## config.mk

```make
export PLATFORM = sky130hd
export DESIGN_NAME = axi_burst_master_flat
export DESIGN_NICKNAME = d
export VERILOG_FILES = /design/src/rtl/axi_burst_master_if.sv /design/src/rtl/axi_burst_master.sv /design/src/flat_wrapper.sv
export SDC_FILE = /design/constraint.sdc
export NUM_CORES = 1
export LEC_CHECK = 0
export CAP_MARGIN = 20
export CORE_AREA = 3 3 114 116
export CTS_CLUSTER_DIAMETER = 200
export DETAILED_ROUTE_END_ITERATION = 10
export DIE_AREA = 0 0 117 119
export PLACE_DENSITY = 0.75
export SETUP_SLACK_MARGIN = 0.15
export SYNTH_ARGS = -nofsm -noshare
export SYNTH_HDL_FRONTEND = slang
export SYNTH_SLANG_ARGS = --single-unit
```

## constraint.sdc

```tcl
create_clock -name clk -period 1.6 [get_ports clk]
set_input_delay 0.16 -clock clk [delete_from_list [all_inputs] [get_ports clk]]
set_output_delay 0.16 -clock clk [all_outputs]
set_load 0.02 [all_outputs]
```

## src/rtl/axi_burst_master_if.sv

```systemverilog
// axi_burst_master_if: AXI4 bus bundle (AW/W/B/AR/R) between axi_burst_master and a slave
interface axi_burst_master_if #(
  parameter int DATA_WIDTH = 32,
  parameter int ADDR_WIDTH = 16,
  parameter int ID_WIDTH   = 8
);
  localparam int STRB_WIDTH = DATA_WIDTH / 8;
  logic [ID_WIDTH-1:0]   awid;
  logic [ADDR_WIDTH-1:0] awaddr;
  logic [7:0]            awlen;
  logic [2:0]            awsize;
  logic [1:0]            awburst;
  logic                  awlock;
  logic [3:0]            awcache;
  logic [2:0]            awprot;
  logic                  awvalid, awready;
  logic [DATA_WIDTH-1:0] wdata;
  logic [STRB_WIDTH-1:0] wstrb;
  logic                  wlast, wvalid, wready;
  logic [ID_WIDTH-1:0]   bid;
  logic [1:0]            bresp;
  logic                  bvalid, bready;
  logic [ID_WIDTH-1:0]   arid;
  logic [ADDR_WIDTH-1:0] araddr;
  logic [7:0]            arlen;
  logic [2:0]            arsize;
  logic [1:0]            arburst;
  logic                  arlock;
  logic [3:0]            arcache;
  logic [2:0]            arprot;
  logic                  arvalid, arready;
  logic [ID_WIDTH-1:0]   rid;
  logic [DATA_WIDTH-1:0] rdata;
  logic [1:0]            rresp;
  logic                  rlast, rvalid, rready;
  modport master (
    output awid, awaddr, awlen, awsize, awburst, awlock, awcache, awprot, awvalid, input awready,
    output wdata, wstrb, wlast, wvalid, input wready,
    input bid, bresp, bvalid, output bready,
    output arid, araddr, arlen, arsize, arburst, arlock, arcache, arprot, arvalid, input arready,
    input rid, rdata, rresp, rlast, rvalid, output rready
  );
  modport slave (
    input awid, awaddr, awlen, awsize, awburst, awlock, awcache, awprot, awvalid, output awready,
    input wdata, wstrb, wlast, wvalid, output wready,
    output bid, bresp, bvalid, input bready,
    input arid, araddr, arlen, arsize, arburst, arlock, arcache, arprot, arvalid, output arready,
    output rid, rdata, rresp, rlast, rvalid, input rready
  );
endinterface

```

## src/rtl/axi_burst_master.sv

```systemverilog
// axi_burst_master: single-outstanding AXI4 INCR burst master; one command -> one burst.
// Define AXIM_RESP_CHECK_EN to report bresp / worst rresp (and short read bursts) on done_status_o.
module axi_burst_master #(
  parameter int DATA_WIDTH = 32,
  parameter int ADDR_WIDTH = 16,
  parameter int STRB_WIDTH = DATA_WIDTH / 8,
  parameter int ID_WIDTH   = 8,
  parameter int AXI_ID     = 0
) (
  input  logic                  clk,
  input  logic                  rst,
  input  logic                  cmd_valid_i,
  output logic                  cmd_ready_o,
  input  logic                  cmd_write_i,
  input  logic [ADDR_WIDTH-1:0] cmd_addr_i,
  input  logic [7:0]            cmd_len_i,
  output logic                  done_valid_o,
  output logic [1:0]            done_status_o,
  input  logic [DATA_WIDTH-1:0] wr_data_i,
  input  logic [STRB_WIDTH-1:0] wr_strb_i,
  input  logic                  wr_valid_i,
  output logic                  wr_ready_o,
  output logic [DATA_WIDTH-1:0] rd_data_o,
  output logic                  rd_last_o,
  output logic                  rd_valid_o,
  input  logic                  rd_ready_i,
  axi_burst_master_if.master    m_axi
);
  typedef enum logic [2:0] {IDLE, AW, W, B, AR, R} state_t;
  state_t state_q, state_d;
  logic [ADDR_WIDTH-1:0] addr_q;
  logic [7:0] len_q, cnt_q, cnt_d;
  logic done_q, done_d, w_hs, r_hs;
  assign cmd_ready_o = state_q == IDLE;
  assign w_hs = m_axi.wvalid && m_axi.wready;
  assign r_hs = m_axi.rvalid && m_axi.rready;
  always_comb begin
    state_d = state_q;
    case (state_q)
      IDLE:    state_d = cmd_valid_i ? (cmd_write_i ? AW : AR) : IDLE;
      AW:      state_d = m_axi.awready ? W : AW;
      W:       state_d = (w_hs && m_axi.wlast) ? B : W;
      B:       state_d = m_axi.bvalid ? IDLE : B;
      AR:      state_d = m_axi.arready ? R : AR;
      R:       state_d = (r_hs && m_axi.rlast) ? IDLE : R;
      default: state_d = IDLE;
    endcase
    cnt_d = ((state_q == AW && m_axi.awready) || (state_q == AR && m_axi.arready)) ? 8'd0 :
            (w_hs || r_hs) ? cnt_q + 8'd1 : cnt_q;
    done_d = (state_q == B && m_axi.bvalid) || (r_hs && m_axi.rlast);
  end
  always_ff @(posedge clk) begin
    if (rst) begin
      state_q <= IDLE;
      addr_q  <= '0;
      len_q   <= '0;
      cnt_q   <= '0;
      done_q  <= 1'b0;
    end else begin
      state_q <= state_d;
      cnt_q   <= cnt_d;
      done_q  <= done_d;
      if (cmd_valid_i && cmd_ready_o) begin
        addr_q <= cmd_addr_i;
        len_q  <= cmd_len_i;
      end
    end
  end
  assign done_valid_o = done_q;
  assign m_axi.awid    = ID_WIDTH'(AXI_ID);
  assign m_axi.awaddr  = addr_q;
  assign m_axi.awlen   = len_q;
  assign m_axi.awsize  = 3'($clog2(STRB_WIDTH));
  assign m_axi.awburst = 2'b01;
  assign m_axi.awlock  = 1'b0;
  assign m_axi.awcache = 4'b0011;
  assign m_axi.awprot  = 3'b000;
  assign m_axi.awvalid = state_q == AW;
  assign m_axi.arid    = ID_WIDTH'(AXI_ID);
  assign m_axi.araddr  = addr_q;
  assign m_axi.arlen   = len_q;
  assign m_axi.arsize  = 3'($clog2(STRB_WIDTH));
  assign m_axi.arburst = 2'b01;
  assign m_axi.arlock  = 1'b0;
  assign m_axi.arcache = 4'b0011;
  assign m_axi.arprot  = 3'b000;
  assign m_axi.arvalid = state_q == AR;
  assign m_axi.wdata   = wr_data_i;
  assign m_axi.wstrb   = wr_strb_i;
  assign m_axi.wvalid  = state_q == W && wr_valid_i;
  assign m_axi.wlast   = cnt_q == len_q;
  assign wr_ready_o    = state_q == W && m_axi.wready;
  assign m_axi.bready  = state_q == B;
  assign m_axi.rready  = state_q == R && rd_ready_i;
  assign rd_valid_o    = state_q == R && m_axi.rvalid;
  assign rd_data_o     = m_axi.rdata;
  assign rd_last_o     = m_axi.rlast;
`ifdef AXIM_RESP_CHECK_EN
  logic [1:0] rmax_q, rmax_d, status_q, status_d;
  logic unused_ok;
  assign unused_ok = ^{m_axi.bid, m_axi.rid};
  // A read ending on rlast before len+1 beats is reported as SLVERR.
  always_comb begin
    rmax_d = (state_q != R) ? 2'b00 : (r_hs && m_axi.rresp > rmax_q) ? m_axi.rresp : rmax_q;
    status_d = (state_q == B) ? m_axi.bresp : (cnt_q != len_q) ? 2'b10 : rmax_d;
  end
  always_ff @(posedge clk) begin
    rmax_q   <= rst ? 2'b00 : rmax_d;
    status_q <= rst ? 2'b00 : done_d ? status_d : status_q;
  end
  assign done_status_o = status_q;
`else
  logic unused_ok;
  assign unused_ok = ^{m_axi.bid, m_axi.rid, m_axi.bresp, m_axi.rresp};
  assign done_status_o = 2'b00;
`endif
endmodule

```

## src/flat_wrapper.sv

```systemverilog
// flat-port wrapper written by rule: the top's interface ports become plain ports
module axi_burst_master_flat 
#(
  parameter int DATA_WIDTH = 32,
  parameter int ADDR_WIDTH = 16,
  parameter int STRB_WIDTH = DATA_WIDTH / 8,
  parameter int ID_WIDTH   = 8,
  parameter int AXI_ID     = 0
)
  (clk, rst, cmd_valid_i, cmd_ready_o, cmd_write_i, cmd_addr_i, cmd_len_i, done_valid_o, done_status_o, wr_data_i, wr_strb_i, wr_valid_i, wr_ready_o, rd_data_o, rd_last_o, rd_valid_o, rd_ready_i, m_axi_awid, m_axi_awaddr, m_axi_awlen, m_axi_awsize, m_axi_awburst, m_axi_awlock, m_axi_awcache, m_axi_awprot, m_axi_awvalid, m_axi_awready, m_axi_wdata, m_axi_wstrb, m_axi_wlast, m_axi_wvalid, m_axi_wready, m_axi_bid, m_axi_bresp, m_axi_bvalid, m_axi_bready, m_axi_arid, m_axi_araddr, m_axi_arlen, m_axi_arsize, m_axi_arburst, m_axi_arlock, m_axi_arcache, m_axi_arprot, m_axi_arvalid, m_axi_arready, m_axi_rid, m_axi_rdata, m_axi_rresp, m_axi_rlast, m_axi_rvalid, m_axi_rready);
  axi_burst_master_if #(.DATA_WIDTH(DATA_WIDTH), .ADDR_WIDTH(ADDR_WIDTH), .ID_WIDTH(ID_WIDTH)) m_axi_i ();
  input  logic clk;
  input  logic rst;
  input  logic cmd_valid_i;
  output logic cmd_ready_o;
  input  logic cmd_write_i;
  input  logic [ADDR_WIDTH-1:0] cmd_addr_i;
  input  logic [7:0] cmd_len_i;
  output logic done_valid_o;
  output logic [1:0] done_status_o;
  input  logic [DATA_WIDTH-1:0] wr_data_i;
  input  logic [STRB_WIDTH-1:0] wr_strb_i;
  input  logic wr_valid_i;
  output logic wr_ready_o;
  output logic [DATA_WIDTH-1:0] rd_data_o;
  output logic rd_last_o;
  output logic rd_valid_o;
  input  logic rd_ready_i;
  output wire logic [$bits(m_axi_i.awid)-1:0] m_axi_awid;
  output wire logic [$bits(m_axi_i.awaddr)-1:0] m_axi_awaddr;
  output wire logic [$bits(m_axi_i.awlen)-1:0] m_axi_awlen;
  output wire logic [$bits(m_axi_i.awsize)-1:0] m_axi_awsize;
  output wire logic [$bits(m_axi_i.awburst)-1:0] m_axi_awburst;
  output wire logic [$bits(m_axi_i.awlock)-1:0] m_axi_awlock;
  output wire logic [$bits(m_axi_i.awcache)-1:0] m_axi_awcache;
  output wire logic [$bits(m_axi_i.awprot)-1:0] m_axi_awprot;
  output wire logic [$bits(m_axi_i.awvalid)-1:0] m_axi_awvalid;
  input wire logic [$bits(m_axi_i.awready)-1:0] m_axi_awready;
  output wire logic [$bits(m_axi_i.wdata)-1:0] m_axi_wdata;
  output wire logic [$bits(m_axi_i.wstrb)-1:0] m_axi_wstrb;
  output wire logic [$bits(m_axi_i.wlast)-1:0] m_axi_wlast;
  output wire logic [$bits(m_axi_i.wvalid)-1:0] m_axi_wvalid;
  input wire logic [$bits(m_axi_i.wready)-1:0] m_axi_wready;
  input wire logic [$bits(m_axi_i.bid)-1:0] m_axi_bid;
  input wire logic [$bits(m_axi_i.bresp)-1:0] m_axi_bresp;
  input wire logic [$bits(m_axi_i.bvalid)-1:0] m_axi_bvalid;
  output wire logic [$bits(m_axi_i.bready)-1:0] m_axi_bready;
  output wire logic [$bits(m_axi_i.arid)-1:0] m_axi_arid;
  output wire logic [$bits(m_axi_i.araddr)-1:0] m_axi_araddr;
  output wire logic [$bits(m_axi_i.arlen)-1:0] m_axi_arlen;
  output wire logic [$bits(m_axi_i.arsize)-1:0] m_axi_arsize;
  output wire logic [$bits(m_axi_i.arburst)-1:0] m_axi_arburst;
  output wire logic [$bits(m_axi_i.arlock)-1:0] m_axi_arlock;
  output wire logic [$bits(m_axi_i.arcache)-1:0] m_axi_arcache;
  output wire logic [$bits(m_axi_i.arprot)-1:0] m_axi_arprot;
  output wire logic [$bits(m_axi_i.arvalid)-1:0] m_axi_arvalid;
  input wire logic [$bits(m_axi_i.arready)-1:0] m_axi_arready;
  input wire logic [$bits(m_axi_i.rid)-1:0] m_axi_rid;
  input wire logic [$bits(m_axi_i.rdata)-1:0] m_axi_rdata;
  input wire logic [$bits(m_axi_i.rresp)-1:0] m_axi_rresp;
  input wire logic [$bits(m_axi_i.rlast)-1:0] m_axi_rlast;
  input wire logic [$bits(m_axi_i.rvalid)-1:0] m_axi_rvalid;
  output wire logic [$bits(m_axi_i.rready)-1:0] m_axi_rready;
  assign m_axi_awid = m_axi_i.awid;
  assign m_axi_awaddr = m_axi_i.awaddr;
  assign m_axi_awlen = m_axi_i.awlen;
  assign m_axi_awsize = m_axi_i.awsize;
  assign m_axi_awburst = m_axi_i.awburst;
  assign m_axi_awlock = m_axi_i.awlock;
  assign m_axi_awcache = m_axi_i.awcache;
  assign m_axi_awprot = m_axi_i.awprot;
  assign m_axi_awvalid = m_axi_i.awvalid;
  assign m_axi_i.awready = m_axi_awready;
  assign m_axi_wdata = m_axi_i.wdata;
  assign m_axi_wstrb = m_axi_i.wstrb;
  assign m_axi_wlast = m_axi_i.wlast;
  assign m_axi_wvalid = m_axi_i.wvalid;
  assign m_axi_i.wready = m_axi_wready;
  assign m_axi_i.bid = m_axi_bid;
  assign m_axi_i.bresp = m_axi_bresp;
  assign m_axi_i.bvalid = m_axi_bvalid;
  assign m_axi_bready = m_axi_i.bready;
  assign m_axi_arid = m_axi_i.arid;
  assign m_axi_araddr = m_axi_i.araddr;
  assign m_axi_arlen = m_axi_i.arlen;
  assign m_axi_arsize = m_axi_i.arsize;
  assign m_axi_arburst = m_axi_i.arburst;
  assign m_axi_arlock = m_axi_i.arlock;
  assign m_axi_arcache = m_axi_i.arcache;
  assign m_axi_arprot = m_axi_i.arprot;
  assign m_axi_arvalid = m_axi_i.arvalid;
  assign m_axi_i.arready = m_axi_arready;
  assign m_axi_i.rid = m_axi_rid;
  assign m_axi_i.rdata = m_axi_rdata;
  assign m_axi_i.rresp = m_axi_rresp;
  assign m_axi_i.rlast = m_axi_rlast;
  assign m_axi_i.rvalid = m_axi_rvalid;
  assign m_axi_rready = m_axi_i.rready;
  axi_burst_master #(.DATA_WIDTH(DATA_WIDTH), .ADDR_WIDTH(ADDR_WIDTH), .STRB_WIDTH(STRB_WIDTH), .ID_WIDTH(ID_WIDTH), .AXI_ID(AXI_ID)) u_core (.clk(clk), .rst(rst), .cmd_valid_i(cmd_valid_i), .cmd_ready_o(cmd_ready_o), .cmd_write_i(cmd_write_i), .cmd_addr_i(cmd_addr_i), .cmd_len_i(cmd_len_i), .done_valid_o(done_valid_o), .done_status_o(done_status_o), .wr_data_i(wr_data_i), .wr_strb_i(wr_strb_i), .wr_valid_i(wr_valid_i), .wr_ready_o(wr_ready_o), .rd_data_o(rd_data_o), .rd_last_o(rd_last_o), .rd_valid_o(rd_valid_o), .rd_ready_i(rd_ready_i), .m_axi(m_axi_i));
endmodule
```

Yosys cells after proc, flatten, opt, wreduce, memory -nomap -nowiden --
Index checks and enable logic that the tools add are counted.
Operators by class: add/subtract/negate cells 1, eq/ne operators 6, mux-type cells 8, reduce and logical (&&, ||, !) cells 17
Operators by type and width (count):
- case mux 3 bit (6 select lines) | 1
- logical AND 1 bit | 12
- 2-to-1 mux 3 bit | 3
- adder 8 x 1 -> 8 bit, second input constant | 1
- equality test 8 bit | 1
- equality test 3 x 2 -> 1 bit, second input constant | 2
- equality test 3 bit, second input constant | 2
- 2-to-1 mux 2 bit | 2
- equality test 3 x 1 -> 1 bit, second input constant | 1
- zero test 3 bit | 1
- logical OR 1 bit | 3
- 2-to-1 mux 1 bit | 2
- OR reduction 2 bit | 1
Storage, ports and cells: flip-flop bits (word level) 36, input bits 124

Depth between registers and ports, before layout --
word-level depth 6, mapped depth 7

Worst setup path before layout --
No wires, ideal clock.
path type reg-to-reg, start reg u_core.state_q[0], end reg u_core.addr_q[10], in the netlist u_core.m_axi.araddr[10], library setup time 0.070 ns, arrival time 1.794 ns, required time 1.530 ns, slack -0.264 ns, stages on the path, launching flop included 8, path buffers 3, clock period less this slack 1.864 ns, cells stage by stage dfxtp_1 > buf_2 > nor3_1 > and2_1 > clkbuf_1 > buf_2 > nand2_1 > a21oi_1
Between the ends: word-level cells in the longest chain between the ends 2
RTL lines:
- from (decl) | RTL line axi_burst_master.sv:30 | state_t state_q, state_d;
- from (signal assigned) | RTL line axi_burst_master.sv:60 | state_q <= state_d;
- zero test 3 bit | RTL line axi_burst_master.sv:34 | assign cmd_ready_o = state_q == IDLE;
- named net cmd_ready_o | RTL line flat_wrapper.sv:15 | output logic cmd_ready_o;
- logical AND 1 bit | RTL line axi_burst_master.sv:63 | if (cmd_valid_i && cmd_ready_o) begin
- to (signal assigned) | RTL line axi_burst_master.sv:64 | addr_q <= cmd_addr_i;
- to (decl) | RTL line axi_burst_master.sv:31 | logic [ADDR_WIDTH-1:0] addr_q;
The timed path passes the listed nets, and every way through them passes these cells. A chain may end at the register's enable or synchronous reset.

Worst setup path after layout --
start reg u_core.state_q[0], end reg u_core.cnt_q[7]
Between the ends: word-level cells in the longest chain between the ends 4
RTL lines:
- equality test 3 x 1 -> 1 bit, or another cell as far along | RTL line axi_burst_master.sv:48 | cnt_d = ((state_q == AW && m_axi.awready) || (state_q == AR && m_axi.arready)) ? 8'd0 :
- logical AND 1 bit, on equally long branches | RTL line axi_burst_master.sv:48, axi_burst_master.sv:90, axi_burst_master.sv:94
- logical OR 1 bit, or another cell as far along | RTL line axi_burst_master.sv:48
- OR reduction 2 bit (no source line) / logical OR 1 bit (equally long branches)
- to (signal assigned) | RTL line axi_burst_master.sv:61 | cnt_q <= cnt_d;
- to (decl) | RTL line axi_burst_master.sv:32 | logic [7:0] len_q, cnt_q, cnt_d;
Several ways; a longest one is shown, not always the timed one.

==> impl_metrics.toml <==
[run_status]
status = "complete, no violations"

[critical_path]
cp_max_fo = 7
reg2reg_setup_slack_ns = 0.08
cp-startpoint = "u_core.state_q[0]"
cp-start-kind = "flip-flop"
arrival_ns = 1.74
critPathKind = "reg -> reg"
required_ns = 1.81
end_kind = "flip-flop"
reg2reg_from = "u_core.state_q[0]"

[grt]
grt_pass1_vias = 1828
grt_pass1_wl_um = 10000
use_met3_pct = 3.91
met1_usage_pct = 11.1
antenna_found_initial = 0
grt.busiest_layer = "met2"
grt_util_met2_pct = 14.5
grt_max_degree = 30
grt_overflow = 0
globalRouteTotalUtil_pct = 9.33

[place]
portBuffers = 94
post-dp-hpwl_um = 5400
gp_congestion = 0.827
place_area_sq_um = 3090
dp_cells = 507

[logic_synthesis]
yosysMostFrequentCell = "buf_4"
syn_area_sq_um = 2650
ys_top_cells_by_area = "buf_4, dfxtp_1, nand2_1, a21oi_1, xnor2_1"
netlist.area_leader.share_pct = 38.9
yosysWarningCount = 0
synth_seq_cells = 36
ys.flop_type = "dfxtp_1"
postSynthCellCount = 344
ys_top_cells_by_count = "buf_4, nand2_1, dfxtp_1"
ys_seq_area_share_pct = 27.2
synth.avg_cell_area_sq_um = 7.69
ys_types = 34
yosysTopAreaCell = "buf_4"
async_flop_share_pct = 0
synth_edf_count = 0

[detailed_routing]
routed_via_density = 4.13
wl_um = 7790
drtPass1Iterations = 4
drtIter0Drc = 112
antenna_left = 0
drcViolationCount = 0
wl_per_cell_um = 14.8
via_count = 2168

[clock_network]
cts_max_level = 2
clk_latency_ns = 0.28
cts.sinks = 36
cts_buffer_depth = 2
cts_buffers = 5
cts_tree = "done"
cts.clk_slew.worst_paths_ns = 0.06
cts_root_buffer = "clkbuf_16"

[die]
io_pins = 295
die-area_sq_um = 13900
die_w_um = 117
start_util_pct = 22.0
dieHeight_um = 119
core_area_sq_um = 12000
std_cell_rows = 40

[timing]
finalCritPeriodShare_pct = 95.1
holdWs_ns = 0.320
timing.fmax_mhz = 657
rsz0062_at_grt = "yes"
maxSlewViolCount = 0
final-hold-violation-count = 0
setup_tns_ns = 0
setup_viol = 0
fin_crit_ns = 1.52
fin_worst_skew_ns = 0.00682

[run]
cap_violations = 0

[min_path]
min_path_type = "in -> out"
worstHoldStart = "m_axi_rdata[14]"

[pwr]
ir_worst_vdd_v = 0.000345
p_leak_nw = 1.58
cellPowerDensity_nw_per_um2 = 859

[final_layout]
post-route-util_pct = 29.3
layout-drive-gt1-share_pct = 27.2
seqCellArea_sq_um = 743
nets = 502
syn2layout_area_growth_pct = 32.8
n_antenna_cell = 0
fin_area_sq_um = 3510
fillers = 1322
finalNonFillerCells = 525
multi_input_area_sq_um = 1150
-- stage by stage --
stage	setup slack [ns]	power, W
3_3_place_gp	-0.150	0.00194
3_5_place_dp	-0.174	0.00195
6_report	0.0778	0.00302
5_1_grt	0.0212	0.00316
4_1_cts	0.0741	0.00293
2_1_floorplan	-0.00884	0.00189
-- worst paths after layout --
check                            to  depth (start not counted)
max                 u_core.cnt_q[7]                          4
min                   rd_data_o[14]                          0
max reg2reg         u_core.cnt_q[7]                          4
min reg2reg  u_core.m_axi.araddr[9]                          2
-- placed cells by master (no fill, tap or decap), types with 7 or more instances in the layout --
cell type and count:
a21oi_1 10, a21oi_2 21, buf_4 35, clkbuf_16 7, clkdlybuf4s50_1 60, conb_1 44
dfxtp_1 26, dlygate4sd2_1 18, dlymetal6s2s_1 7, nand2_1 52
-- cell families after synthesis --
family | share of synthesized area [%]
flip-flops | 27.2
multiplexers | 0.378
adder cells (fa/ha/maj) | 0.473
AO/OA/AOI/OAI | 9.27
other | 0.284
AND/OR/NAND/NOR | 17.5
XOR/XNOR | 2.98
buffers and inverters | 41.9
-- worst max-delay path: stages, from the launching register on --
cell	delay, ns
dfxtp_4	0.37
nand3b_1	0.21
o22a_4	0.28
or4_1	0.47
a21oi_1	0.13
-- registers in the layout (all words and copies together) (netlist names) --
| register | count |
|---|---|
| u_core.done_valid_o | 1 |
| u_core.state_q | 3 |
| u_core.m_axi.araddr | 16 |
| u_core.cnt_q | 8 |
| u_core.m_axi.arlen | 8 |
-- final cells by class --
cell class	count	area share [%]
tap	147	5.24
clock buffer	6	3.95
timing repair buffer	134	36.4
clock inverter	2	0.285
inverter	3	0.321
sequential	36	21.2
multi-input combinational	197	32.7
-- per-layer routing --
metal	vias to the layer above	share of wire [%]
li1	1003	-
met1	1003	42
met2	137	45
met3	25	10
met4	0	2.9
met5	-	0
-- repair_timing --
item                                   4_1_cts  5_1_grt
pin swaps                                    6       10
cloned                                       1        3
setup endpoints to repair                   37       44
hold buffers                                 0        0
gates resized for setup                     63       54
buffers inserted                             4        2
endpoints found under the hold margin        0        0
-- power breakdown --
part / total (W) / internal (W) / switching, W
sequential: 0.00101 / 0.000954 / 0.0000551
combinational: 0.00102 / 0.000461 / 0.000556
clock: 0.000989 / 0.000614 / 0.000376
Power figures use the tool's default switching activity.
==> variant: new RTL, same flow settings <==
Build with the macro `AXIM_RESP_CHECK_EN` defined.
--- a/src/rtl/axi_burst_master.sv
+++ b/src/rtl/axi_burst_master.sv
@@ -1,5 +1,7 @@
 // axi_burst_master: single-outstanding AXI4 INCR burst master; one command -> one burst.
 // Define AXIM_RESP_CHECK_EN to report bresp / worst rresp (and short read bursts) on done_status_o.
+`define AXIM_RESP_CHECK_EN
+
 module axi_burst_master #(
   parameter int DATA_WIDTH = 32,
   parameter int ADDR_WIDTH = 16,
Behaviour: not the same (a bounded check fails within 4 cycles, from zero or initial values and one cycle with rst high).
==> variant against the original RTL <==
The run now ends with setup timing left; sequential cell count rose by 4; setup slack got worse by 110 ps; first-iteration DRC count fell by 29%; wire length rose by 7.6%; synthesized area rose by 8.3%; total power rose by 19%; final area rose by 17%; fmax fell by 6.7%; die area did not move; highest routed layer unchanged.
==> variant: results (changes against the original RTL) <==
- For hold timing, the worst endpoint is rd_data_o[17].
- The met2 track demand over resource came to 0.173 (+0.0284).
- The number of CTS-inserted buffers is 5 (unchanged).
- The via count of the first global-routing pass was 2194 (+20%).
- The synthesized instance count is 361 (+4.9%).
- The total half-perimeter wirelength after legalization and detailed placement came to 6.12 mm (+13%).
- After synthesis, the cell types taking the most area are buf_4 (36%), dfxtp_1 (28%), nand2_1 (7.2%).
- The number of levels in the clock H-tree is 2 (unchanged).
- By count the netlist is led by buf_4 (138), nand2_1 (55), dfxtp_1 (40), a21oi_1 (28), nor2_1 (19).
- The setup slack after layout was -31.5 ps (-109 ps).
- The power consumed by combinational cells was 0.00132 W (+29%).
- The clock-pin slew on the worst setup and hold paths came to 60 ps (about the same).
- The post-detailed-route via-to-cell ratio came to 4.15 (+0.40%).
- The number of antenna violations at the first check in global routing was 0 (unchanged).
- The switching share of power is 0.331 (+0.00357).
- The number of instances on the worst hold path was 0 (unchanged).
- The peak supply drop is 0.000367 V (+6.1%).
- The run finished, with violations left.
- The power consumed by sequential cells is 0.00112 W (+11%).
- The overall fraction of global-route tracks in use was 0.105 (+0.0117).
- The number of setup violations in the final report is 2 (+2).
- The maximum number of pins on one net before global-route repair is 16 (-47%).
- The share of synthesized area occupied by flip-flops and latches came to 0.280 (+0.00713).
- The unique cell type count in the Yosys netlist came to 38 (+12%).
- The Yosys warning count is 0 (unchanged).
- The first-pass GRT wire length came to 11.3 mm (+13%).
- The clock latency reported for the late side of the worst-skew pair is 280 ps (about the same).
- The setup TNS is -43.8 ps (-43.8 ps).
- The global routing met3 resource utilization is 0.0442 (+0.00508).
- The largest fanout on the critical path is 2 (-5).
- The met1 global-route usage is 0.118 (+0.00695).
- The checks that failed: setup timing.
- The proportion of register bits with asynchronous set or reset after synthesis is 0 (unchanged).
- The final weighted congestion in routability-driven placement is 0.790 (-4.5%).
- The reported clock group power is 0.00116 W (+17%).
- The number of buffers added for setup after CTS was 2 (-2).
- The fill cell total of the finished layout came to 1255 (-5.1%).
- The wire length per cell came to 14.9 um (+0.54%).
- The launch instance of the worst register-to-register path is u_core.rmax_q[1].
- The post-route clock skew was 1.27 ps (-5.55 ps).
- The number of instances resized during post-cts repair is 77 (+22%).
- The class of the worst hold path is input pin to output pin.
- The antenna cell count is 0 (unchanged).
- The worst slack on hold paths is 320 ps (unchanged).
- The static leakage power came to 2.12 nW (+34%).
- The count of TritonRoute iterations in the first routing pass is 4 (unchanged).
- The startpoint identified for the worst hold timing path is m_axi_rdata[17].
- The number of cell instances on the worst register-to-register path is 7 (+3).
- The arrival time at the worst endpoint was 1800 ps (+60 ps).
- The share of final-layout standard cells stronger than drive strength 1 is 0.364 (+0.0914).
- The first-iteration detailed-routing DRC count is 79 (-29%).
- The filler-free cell count of the finished design is 562 (+7.0%).
- The number of port buffers came to 100 (+6.4%).
- The post-layout net count is 541 (+7.8%).
- In this run the critical register-to-register path is captured at u_core.done_status_o[1].
## variant: critical path, cell delays in order (launching register included)
cell and delay [ps]:
dfxtp_2 320, inv_2 70, ha_4 200, nor2b_4 130, o2111ai_4 220, mux2i_2 270, a31oi_1 100, a22o_1 220
## variant: worst max path at each step
stage                          start  slack [ps]  depth (start not counted)                       to
finish              u_core.rmax_q[1]         -30                          7  u_core.done_status_o[1]
global route        u_core.rmax_q[1]        -110                          7  u_core.done_status_o[1]
CTS                 u_core.rmax_q[1]          -9                          7  u_core.done_status_o[1]
detailed placement    m_axi_rresp[1]        -390                          7  u_core.done_status_o[1]
global placement      m_axi_rresp[1]        -350                          7  u_core.done_status_o[1]
floorplan           u_core.rmax_q[1]          -1                          7  u_core.done_status_o[1]
## variant: per-stage QoR
step / cell area [sq um] / worst slack (ps)
final: 4120 / -31.5
after global routing: 4120 / -114
after CTS: 3670 / -8.87
after detailed placement: 3440 / -389
after global placement: 3440 / -345
after floorplan: 3030 / -1.39
## variant: logic make-up (layout without fill, tap and decap cells)
group,after synthesis,after routing,share of synthesized area
buffers and inverters,154,168,0.386
and+or+nand+nor,104,104,0.170
AOI/OAI and AO/OA,40,40,0.0909
DFF,40,40,0.280
xor gates and xnor gates,15,15,0.0459
adders and majority gates,3,3,0.0131
muxes,3,3,0.0122
other,2,42,0.00262
## variant: layout make-up
type	count	area (sq um)	area share
clock inverters	3	42.5	0.0103
well taps	147	184	0.0447
inverters	6	22.5	0.00547
clock buffers	5	125	0.0304
multi-input cells	207	1430	0.347
repair buffers	154	1490	0.363
flip-flops and latches	40	823	0.200
## variant: metal layers
metal / up-vias / part of all wire
met4: 0 / 0.018
met5: - / 0
met1: 1078 / 0.39
met3: 18 / 0.092
li1: 1096 / -
met2: 138 / 0.50
